--- src/rtl/apb5_req_master.sv ---
// APB5 request master: turns single valid/ready commands into a WAKE -> SETUP -> ACCESS
// sequence and returns the completer's response on a valid/ready channel.
module apb5_req_master #(
    parameter int ADDR_WIDTH      = 32,
    parameter int DATA_WIDTH      = 32,
    parameter int USER_REQ_WIDTH  = 32,
    parameter int USER_DATA_WIDTH = 32,
    parameter int USER_RESP_WIDTH = 32,
    parameter int TIMEOUT_CYCLES  = 256
) (
    input  logic                       pclk,
    input  logic                       preset,
    input  logic                       cmd_valid,
    output logic                       cmd_ready,
    input  logic                       cmd_write,
    input  logic [ADDR_WIDTH-1:0]      cmd_addr,
    input  logic [2:0]                 cmd_prot,
    input  logic [DATA_WIDTH-1:0]      cmd_wdata,
    input  logic [DATA_WIDTH/8-1:0]    cmd_strb,
    input  logic [USER_REQ_WIDTH-1:0]  cmd_auser,
    input  logic [USER_DATA_WIDTH-1:0] cmd_wuser,
    output logic                       rsp_valid,
    input  logic                       rsp_ready,
    output logic [DATA_WIDTH-1:0]      rsp_rdata,
    output logic                       rsp_err,
    output logic                       rsp_timeout,
    output logic [USER_DATA_WIDTH-1:0] rsp_ruser,
    output logic [USER_RESP_WIDTH-1:0] rsp_buser,
    output logic [ADDR_WIDTH-1:0]      paddr,
    output logic [2:0]                 pprot,
    output logic                       pselx,
    output logic                       penable,
    output logic                       pwrite,
    output logic [DATA_WIDTH-1:0]      pwdata,
    output logic [DATA_WIDTH/8-1:0]    pstrb,
    output logic                       pwakeup,
    output logic [USER_REQ_WIDTH-1:0]  pauser,
    output logic [USER_DATA_WIDTH-1:0] pwuser,
    input  logic                       pready,
    input  logic [DATA_WIDTH-1:0]      prdata,
    input  logic                       pslverr,
    input  logic [USER_DATA_WIDTH-1:0] pruser,
    input  logic [USER_RESP_WIDTH-1:0] pbuser
);

    localparam bit TO_EN = (TIMEOUT_CYCLES > 0);
    localparam int CNT_W = TO_EN ? $clog2(TIMEOUT_CYCLES + 1) : 1;

    typedef enum logic [2:0] {
        S_IDLE,
        S_WAKE,
        S_SETUP,
        S_ACCESS,
        S_RESP
    } state_t;

    state_t           r_state;
    state_t           w_state_next;
    logic [CNT_W-1:0] r_cnt;
    logic             w_accept;
    logic             w_done;
    logic             w_abort;
    logic             w_limit;

    // Abort on the cycle whose stall would bring the count up to the limit.
    assign w_limit = TO_EN && (r_cnt == CNT_W'(TIMEOUT_CYCLES - 1));

    always_ff @(posedge pclk) begin
        if (preset) begin
            r_state <= S_IDLE;
        end else begin
            r_state <= w_state_next;
        end
    end

    always_comb begin
        w_state_next = r_state;
        w_accept     = 1'b0;
        w_done       = 1'b0;
        w_abort      = 1'b0;
        case (r_state)
            S_IDLE: begin
                if (cmd_valid && cmd_ready) begin
                    w_accept     = 1'b1;
                    w_state_next = S_WAKE;
                end
            end
            S_WAKE:  w_state_next = S_SETUP;
            S_SETUP: w_state_next = S_ACCESS;
            S_ACCESS: begin
                if (pready) begin
                    w_done       = 1'b1;
                    w_state_next = S_RESP;
                end else if (w_limit) begin
                    w_abort      = 1'b1;
                    w_state_next = S_RESP;
                end
            end
            S_RESP: begin
                if (rsp_ready) begin
                    w_state_next = S_IDLE;
                end
            end
            default: w_state_next = S_IDLE;
        endcase
    end

    always_ff @(posedge pclk) begin
        if (preset) begin
            cmd_ready   <= 1'b0;
            rsp_valid   <= 1'b0;
            rsp_rdata   <= '0;
            rsp_err     <= 1'b0;
            rsp_timeout <= 1'b0;
            rsp_ruser   <= '0;
            rsp_buser   <= '0;
            paddr       <= '0;
            pprot       <= '0;
            pselx       <= 1'b0;
            penable     <= 1'b0;
            pwrite      <= 1'b0;
            pwdata      <= '0;
            pstrb       <= '0;
            pwakeup     <= 1'b0;
            pauser      <= '0;
            pwuser      <= '0;
            r_cnt       <= '0;
        end else begin
            cmd_ready <= (w_state_next == S_IDLE);
            // Request fields are frozen at accept and held until the next accept.
            if (w_accept) begin
                pwakeup <= 1'b1;
                paddr   <= cmd_addr;
                pprot   <= cmd_prot;
                pwrite  <= cmd_write;
                pauser  <= cmd_auser;
                pwdata  <= cmd_write ? cmd_wdata : '0;
                pstrb   <= cmd_write ? cmd_strb  : '0;
                pwuser  <= cmd_write ? cmd_wuser : '0;
            end
            if (r_state == S_WAKE) begin
                pselx <= 1'b1;
            end
            if (r_state == S_SETUP) begin
                penable <= 1'b1;
                r_cnt   <= '0;
            end
            if (TO_EN && (r_state == S_ACCESS) && !pready && !w_limit) begin
                r_cnt <= r_cnt + CNT_W'(1);
            end
            if (w_done || w_abort) begin
                pselx       <= 1'b0;
                penable     <= 1'b0;
                pwakeup     <= 1'b0;
                rsp_valid   <= 1'b1;
                rsp_err     <= w_abort ? 1'b1 : pslverr;
                rsp_timeout <= w_abort;
                rsp_rdata   <= (w_done && !pwrite) ? prdata : '0;
                rsp_ruser   <= (w_done && !pwrite) ? pruser : '0;
                rsp_buser   <= w_done ? pbuser : '0;
            end
            if ((r_state == S_RESP) && rsp_ready) begin
                rsp_valid <= 1'b0;
            end
        end
    end

endmodule

--- config.mk ---
export PLATFORM = sky130hd
export DESIGN_NAME = apb5_req_master
export DESIGN_NICKNAME = d
export VERILOG_FILES = /design/src/rtl/apb5_req_master.sv
export SDC_FILE = /design/constraint.sdc
export NUM_CORES = 1
export LEC_CHECK = 0
export CAP_MARGIN = 20
export CORE_AREA = 2 2 186 188
export CTS_BUF_LIST = sky130_fd_sc_hd__clkbuf_4 sky130_fd_sc_hd__clkbuf_8
export DETAILED_ROUTE_END_ITERATION = 6
export DIE_AREA = 0 0 188 190
export PLACE_DENSITY_LB_ADDON = 0.05
export SETUP_SLACK_MARGIN = 0.5
export SYNTH_ARGS = -nofsm -noshare
export SYNTH_HDL_FRONTEND = slang
export SYNTH_SLANG_ARGS = --single-unit
--- constraint.sdc ---
create_clock -name pclk -period 4.3 [get_ports pclk]
set_input_delay 0.86 -clock pclk [delete_from_list [all_inputs] [get_ports pclk]]
set_output_delay 0.86 -clock pclk [all_outputs]
set_load 0.1 [all_outputs]
==> results of run 1 <==
-- placed cells by master (no fill, tap or decap), drive strengths merged, types with 6 or more instances in the layout --
cell type	instances
buf	13
nand4	69
o21ai	139
a22o	96
inv	6
nor2	8
nand3	72
dfxtp	251
clkbuf	79
clkdlybuf4s50	473
a21oi	146
-- final cells by class --
type                            instances  area [um2]
Tap cell                              455         569
Fill cell                            3287       19000
Inverter                                6        25.0
Timing Repair Buffer                  486        4890
Multi-Input combinational cell        577        3510
Clock buffer                           79         962
Sequential cell                       251        5020
Clock inverter                          1        5.00
-- final timing paths --
| kind | startpoint | end | slack, ns |
|---|---|---|---|
| setup / recovery | pwrite | pwrite | 1.15 |
| hold / removal | penable | penable | 0.45 |
| setup reg to reg | r_cnt[0] | rsp_buser[14] | 1.73 |
| hold reg to reg | penable | penable | 0.45 |
-- kinds of logic after synthesis --
group / synth area share (%)
AOI/OAI and AO/OA: 26.2
DFF: 54.7
and+or+nand+nor: 11.4
adders and majority gates: 0.272
buffers and inverters: 7.19
muxes: 0.245
-- through the flow --
step           utilization, %  total power [mW]  area [um2]  setup slack [ns]
2_1_floorplan               -              3.60        9180              2.06
3_3_place_gp             41.2              4.06       14000              1.54
3_5_place_dp             41.2              4.06       14000              1.50
4_1_cts                  44.1              6.52       15000              1.08
5_1_grt                  44.1              6.70       15000              1.05
6_report                 44.1              6.41       15000              1.15
-- registers in the layout, summed over array words and instances, names as in the netlist, 4 cells and up --
register   flops
pauser        32
rsp_buser     32
pstrb          4
pwuser        32
rsp_rdata     32
pwdata        32
r_cnt          9
rsp_ruser     32
paddr         32
-- power by group --
| part | switching, mW | internal [mW] |
|---|---|---|
| registers | 0.0496 | 2.42 |
| clock network | 1.01 | 1.39 |
| logic | 1.11 | 0.440 |
-- metal layers --
metal / up-vias / part of all wire (%) / wire [um] / global-route usage [%]
li1: 4383 / - / - / -
met1: 4304 / 40 / 14700 / 23.1
met2: 379 / 46 / 16900 / 31.2
met3: 63 / 10 / 3770 / 8.80
met4: 0 / 2.9 / 1060 / 6.94
met5: - / 0 / 0 / 0
==> metrics.md, run 1 <==
| Metric | Value |
|---|---|
| Outcome | finished, final reports clean |
| Pwr per Cell Area | 428 nW/um2 |
| CP cell instances | clkdlybuf4s50_1 |
| Max VDD drop | 0.000207 V |
| Post-DP HPWL | 23000 um |
| Critical Path Max Stage Delay | 1.23 ns |
| LEAKAGE | 5.14 nW |
| Cell family with most CP delay | buffers and inverters |
| WHS | 0.445 ns |
| Initial Util | 27.0% |
| Total number of vias | 9129 |
| GRT overflow | 0 |
| Worst hold path type | flop to flop |
| Num CTS Buffers | 47 |
| Async SR Flop Fraction | 0% |
| Total nets after synthesis | 1183 |
| Clock transition at the registers of the reported paths | 0.06 ns |
| R2R depth | 9 |
| Final Hold Vio Count | 0 |
| Die Y | 190 um |
| Top-count cell post-synth | dfxtp_1 |
| Final Cycle Share | 73.3% |
| Post-synth top area cell | dfxtp_1 |
| Post-synthesis sequential element count | 251 |
| Seq/Total Area, Yosys | 54.7% |
| Number of global-route vias before repair | 8859 |
| Hold Buf Count CTS | 0 |
| First-pass GRT wire length | 54700 um |
| Layout net count | 1609 |
| GP Congestion | 0.733 |
| Cell count after synthesis | 943 |
| Post-CTS setup buffers | 0 |
| Fmax | 317 MHz |
| Startpoint types | flop |
| Antenna violations before repair | 0 |
| Area share of the largest cell type after synthesis | 54.7% |
| Clock period minus worst slack | 3.15 ns |
| Final Non-Filler Cells | 1855 |
| Die Area | 35700 um2 |
| DRC | 0 |
| CTS tree | yes |
| Area contributors post-synth | dfxtp_1 55%, a22o_1 9.2%, a21oi_1 7.9% |
| Prevailing post-synth register cell | dfxtp_1 |
| Inserted Diodes | 0 |
| I/O pin count | 477 |
| Crit path DAT | 2.29 ns |
| Critical path depth | 1 |
| Rel. slew slack | 26.5% |
| Port bufs | 476 |
| Placed Instances | 1774 |
| Max Slew Vio Count | 0 |
| Mean post-synth cell area | 9.74 um2 |
| Post_cts resized | 0 |
| Final setup violation count | 0 |
| Max clock buf depth | 3 |
| Kind of critical path | flop to output pin |
| CTS sink count | 251 |
| Wirelength per Cell | 19.7 um |
| DIE WIDTH | 188 um |
| Syn. warnings | 0 |
| Slowest cell on crit path | clkdlybuf4s50_1 |
| GRT Total Usage | 19.5% |
| WL final | 36500 um |
| H-tree depth | 2 |
| Core Area | 33900 um2 |
| WP buf/inv | 1 |
| Vias/cell | 4.92 |
| Worst Skew | 0.0279 ns |
| Largest net degree at the start of global routing | 137 |
| Clock Latency Late Sink | 0.59 ns |
| Synth Cell Area | 9180 um2 |
| Area grow syn2layout | 63.2% |
| DR pass1 iterations | 4 |
| Crit path capture type | output pin |
| Req. time, crit path | 3.44 ns |
| Worst Max-Slew Pin Slew | 1.10 ns |
| Starting DRC count in detailed routing | 428 |
| Row Count | 68 |
| Root Driver | clkbuf_8 |
| RSZ-0062 raised after global routing | no |
| Hold Path Cell Cnt | 2 |
| Max-cap violations | 0 |
| Final ANT Viol Nets | 0 |
| Setup_tns | 0 ns |
| Commonest cells in the netlist | 251 x dfxtp_1, 145 x a21oi_1, 128 x o21ai_1, 96 x a22o_1, 72 x nand3_1 |
| Layout cell share with drive strength beyond 1 | 7.64% |
| Synth cell types | 44 |
| Crit Path Max Fanout | 3 |
| Post-synth EDFFs | 0 |
No activity file was read; power rests on OpenSTA's default activity.
==> run 2: changes to the inputs <==
Clock period 4.3 ns to 3.1 ns, I/O delays scaled along.
==> run 2 against run 1 <==
Total power rose by 41%. Critical path type is now flop to flop. Clock power rose by 45%. Core utilization decreased by 1.3 points. Largest cell class unchanged. Critical endpoint is now rsp_ruser[4]. Register-to-register slack worse by 1.1 ns. Count of clock-buffer cells in the layout shrank 3.
==> metrics.md, run 2 (synthesis gave the netlist of run 1 again) <==
| Metric | Value |
|---|---|
| Outcome | finished, final reports clean |
| Final Cycle Share | 78.7% |
| CP cell instances | ha_1 -> nand3_1 -> nor2_1 -> and3_1 -> ha_1 -> or2_2 -> a21oi_4 -> buf_8 -> a22o_1 |
| Crit path capture type | flop |
| Row Count | 68 |
| Pwr per Cell Area | 621 nW/um2 |
| Die Area | 35700 um2 |
| GP Congestion | 0.766 |
| Worst Max-Slew Pin Slew | 0.734 ns |
| Final setup violation count | 0 |
| RSZ-0062 raised after global routing | no |
| Req. time, crit path | 3.58 ns |
| Vias/cell | 4.86 |
| Antenna violations before repair | 3 |
| WL final | 36000 um |
| DR pass1 iterations | 6 |
| Max Slew Vio Count | 0 |
| Initial Util | 27.0% |
| Crit path DAT | 2.92 ns |
| Layout net count | 1611 |
| Kind of critical path | flop to flop |
| Fillcell total | 3359 |
| Largest net degree at the start of global routing | 137 |
| Final ANT Viol Nets | 0 |
| First-pass GRT wire length | 53400 um |
| GRT overflow | 0 |
| Worst path most repeated cell | ha_1 |
| Core Area | 33900 um2 |
| Num CTS Buffers | 46 |
| Min setup slack post-route | 0.660 ns |
| Wirelength per Cell | 19.4 um |
| CTS tree | yes |
| Startpoint types | flop |
| Number of global-route vias before repair | 8833 |
| DRC | 0 |
| Die Y | 190 um |
| Max clock buf depth | 3 |
| DIE WIDTH | 188 um |
| Commonest non-fill, non-tap cells in the layout | 251 x dfxtp_1, 245 x buf_4, 234 x clkdlybuf4s50_1 |
| CTS sink count | 251 |
| H-tree depth | 2 |
| Port bufs | 476 |
| LEAKAGE | 5.67 nW |
| GRT Total Usage | 18.8% |
| Fmax | 410 MHz |
| Total number of vias | 9047 |
| Slowest cell on crit path | or2_2 |
| Setup_tns | 0 ns |
| Commonest non-fill, non-tap cell in the layout | dfxtp_1 |
| Clock Latency Late Sink | 0.55 ns |
| Root Driver | clkbuf_8 |
| Max-cap violations | 0 |
| Critical Path Max Stage Delay | 0.41 ns |
| WHS | 0.448 ns |
| Worst Skew | 0.0260 ns |
| Final Hold Vio Count | 0 |
| Area grow syn2layout | 58.2% |
| I/O pin count | 477 |
| Rel. slew slack | 51.0% |
| Max VDD drop | 0.000331 V |
| Starting DRC count in detailed routing | 454 |
| Clock period minus worst slack | 2.44 ns |
| Crit Path Max Fanout | 49 |
| Pre-CTS worst setup slack | 0.572 ns |
| Layout cell share with drive strength beyond 1 | 24.9% |
| Clock transition at the registers of the reported paths | 0.06 ns |
| WP buf/inv | 1 |
| Cell family with most CP delay | simple AND/OR/NAND/NOR gates |
| Worst hold path type | flop to flop |
| Post-DP HPWL | 23100 um |
-- run 2: final timing paths --
path	startpoint	end	slack, ns	cells after the start
setup / recovery	r_cnt[0]	rsp_ruser[4]	0.66	9
hold / removal	penable	penable	0.45	2
setup reg to reg	r_cnt[0]	rsp_ruser[4]	0.66	9
hold reg to reg	penable	penable	0.45	2
-- run 2: worst reg2reg max path, stage by stage, from the launching register on --
cell	delay (ns)
dfxtp_1	0.34
ha_1	0.22
nand3_1	0.14
nor2_1	0.08
and3_1	0.18
ha_1	0.22
or2_2	0.41
a21oi_4	0.24
buf_8	0.34
a22o_1	0.20
-- run 2: layout make-up --
type	instances	area [um2]	share of cell area, %
diodes	2	5.00	0.0345
clock buffers	76	983	6.77
clock inverters	4	47.5	0.327
inverters	6	25.0	0.172
multi-input cells	577	3510	24.1
flip-flops and latches	251	5020	34.6
well taps	455	569	3.92
repair buffers	489	4370	30.1
-- run 2: power breakdown --
part	switching (mW)	internal [mW]
Clock	1.41	2.07
Sequential	0.0709	3.35
Combinational	1.53	0.575
-- run 2: repair_timing --
action,CTS,global route
hold buffers,0,0
buffers inserted,0,0
hold endpoints to repair,0,0
endpoints found under the setup margin,0,99
gates resized for setup,0,5
-- run 2: metal layers --
layer	vias to the layer above	share of wire [%]	track usage, %
met5	-	0.036	0
met4	2	2.5	6.24
met3	67	9.3	7.14
met2	360	47	31.1
met1	4227	41	22.4
li1	4391	-	-
-- run 2: stage by stage --
| step | utilization (%) | std cells | total power [mW] | area, um2 |
|---|---|---|---|---|
| final | 42.8 | 1860 | 9.02 | 14500 |
| after global placement | 39.7 | 1777 | 5.62 | 13500 |
| after global routing | 42.8 | 1860 | 9.40 | 14500 |
| after CTS | 42.7 | 1857 | 9.16 | 14500 |
| after detailed placement | 39.7 | 1777 | 5.62 | 13500 |
| after floorplan | - | 943 | 4.99 | 9180 |
==> run 3: changes to the inputs <==
Clock period 3.1 ns to 2.4 ns, I/O delays scaled along.
==> run 3 against run 2 <==
Critical path depth increased by 2. Clock power increased by 23%. Sequential share of layout area decreased by 0.82 points. Global-route usage increased by 0.62 points. Combinational power increased by 35%. Final area increased by 2.6%. Clock skew decreased by 0.0051 ns. Sequential cell count unchanged. Die area unchanged. Via count increased by 1.9%. Critical endpoint is now rsp_ruser[1].
==> metrics.md, run 3 (synthesis gave the netlist of run 1 again) <==
| Metric | Value |
|---|---|
| Outcome | finished, final reports clean |
| Largest net degree at the start of global routing | 77 |
| Max VDD drop | 0.000342 V |
| First-pass GRT wire length | 54700 um |
| Worst path most repeated cell | ha_4 |
| Clock period minus worst slack | 1.99 ns |
| LEAKAGE | 5.85 nW |
| Final Non-Filler Cells | 1895 |
| Sw frac | 34.0% |
| Layout net count | 1648 |
| Post-DP HPWL | 23800 um |
| CTS sink count | 251 |
| DIE WIDTH | 188 um |
| Final setup violation count | 0 |
| Max Slew Vio Count | 0 |
| Clock Power Share | 37.0% |
| Fillcell total | 3352 |
| Design area | 14900 um2 |
| DR pass1 iterations | 4 |
| Core Area | 33900 um2 |
| Req. time, crit path | 2.88 ns |
| Critical Path Max Stage Delay | 0.36 ns |
| Total number of vias | 9220 |
| Placed instance area | 13700 um2 |
| RSZ-0062 raised after global routing | yes |
| Startpoint types | flop |
| Switching power | 3.93 mW |
| Antenna violations before repair | 2 |
| Final Hold Vio Count | 0 |
| I/O pin count | 477 |
| Root Driver | clkbuf_8 |
| CP cell instances | ha_4 -> nand3_4 -> nor2_4 -> and3_4 -> ha_4 -> or2_4 -> a21oi_4 -> buf_4 -> buf_12 -> buf_16 -> a22o_1 |
| Row Count | 68 |
| Worst Skew | 0.0209 ns |
| Number of global-route vias before repair | 8993 |
| Port bufs | 476 |
| WHS | 0.141 ns |
| Commonest non-fill, non-tap cells in the layout | 272 x buf_4, 247 x dfxtp_1, 234 x clkdlybuf4s50_1 |
| GRT Total Usage | 19.4% |
| Num CTS Buffers | 47 |
| Commonest non-fill, non-tap cell in the layout | buf_4 |
| Initial Util | 27.0% |
| Worst hold path type | input pin to flop |
| Vias/cell | 4.87 |
| WP buf/inv | 3 |
| Wirelength per Cell | 19.2 um |
| Final total power | 11.6 mW |
| Gate power share | 24.6% |
| CTS tree | yes |
| Kind of critical path | flop to flop |
| Rel. slew slack | 38.8% |
| Fmax | 503 MHz |
| GRT overflow | 0 |
| Layout cell share with drive strength beyond 1 | 27.7% |
| Setup_tns | 0 ns |
| Slowest cell on crit path | dfxtp_4 |
| Crit path capture type | flop |
| Crit path DAT | 2.47 ns |
| Starting DRC count in detailed routing | 447 |
| Worst Max-Slew Pin Slew | 0.917 ns |
| Clock transition at the registers of the reported paths | 0.06 ns |
| Die Area | 35700 um2 |
| GP Congestion | 0.766 |
| DRC | 0 |
| Sequential fraction of design power | 38.4% |
| Cell family with most CP delay | simple AND/OR/NAND/NOR gates |
| Clock Latency Late Sink | 0.58 ns |
| Final Cycle Share | 82.9% |
| Die Y | 190 um |
| Reg-to-reg slack, setup | 0.41 ns |
| Max-cap violations | 0 |
| Placed Instances | 1798 |
| Internal power | 7.63 mW |
| Final ANT Viol Nets | 0 |
| Max clock buf depth | 3 |
| Hold Buf Count CTS | 0 |
| Pwr per Cell Area | 776 nW/um2 |
| Crit Path Max Fanout | 14 |
| WL final | 36300 um |
| Area grow syn2layout | 62.3% |
| H-tree depth | 2 |
[run 3: repair_timing]
| item | 4_1_cts | 5_1_grt |
|---|---|---|
| pin swaps | 11 | 6 |
| cloned | 2 | 0 |
| hold endpoints to repair | 0 | 0 |
| buffers inserted | 9 | 5 |
| resized for setup | 13 | 4 |
| setup endpoints to repair | 220 | 198 |
[run 3: through the flow]
step	util, %	worst slack [ns]
floorplan	-	0.371
global placement	40.4	0.179
detailed placement	40.4	0.185
CTS	43.7	0.402
global route	43.9	0.333
finish	43.9	0.411
[run 3: worst paths after layout]
kind / cells after the start / end / start
max reg2reg: 11 / rsp_ruser[1] / r_cnt[0]
min reg2reg: 2 / penable / penable
min: 2 / r_cnt[4] / preset
max: 11 / rsp_ruser[1] / r_cnt[0]
[run 3: layer usage]
layer  share of wire (%)  global-route usage (%)
met2                  46                    30.7
met5               0.036                       0
met4                 2.7                    6.78
met1                  42                    23.6
met3                 9.5                    8.23
[run 3: area by class of cell]
| class | count | area, um2 | area share [%] |
|---|---|---|---|
| Tap cell | 455 | 569 | 3.82 |
| Clock buffer | 78 | 948 | 6.36 |
| Antenna cell | 1 | 2.50 | 0.0168 |
| Multi-Input combinational cell | 578 | 3600 | 24.2 |
| Timing Repair Buffer | 524 | 4710 | 31.6 |
| Sequential cell | 251 | 5030 | 33.8 |
| Inverter | 6 | 25.0 | 0.168 |
| Clock inverter | 2 | 10.0 | 0.0672 |
[run 3: power by group through the flow]
stage | clock (mW) | sequential [mW] | combinational (mW)
2_1_floorplan | 0 | 5.62 | 0.824
3_3_place_gp | 0 | 4.51 | 2.82
3_5_place_dp | 0 | 4.51 | 2.82
4_1_cts | 4.45 | 4.43 | 2.86
5_1_grt | 4.64 | 4.45 | 2.98
6_report | 4.28 | 4.43 | 2.85
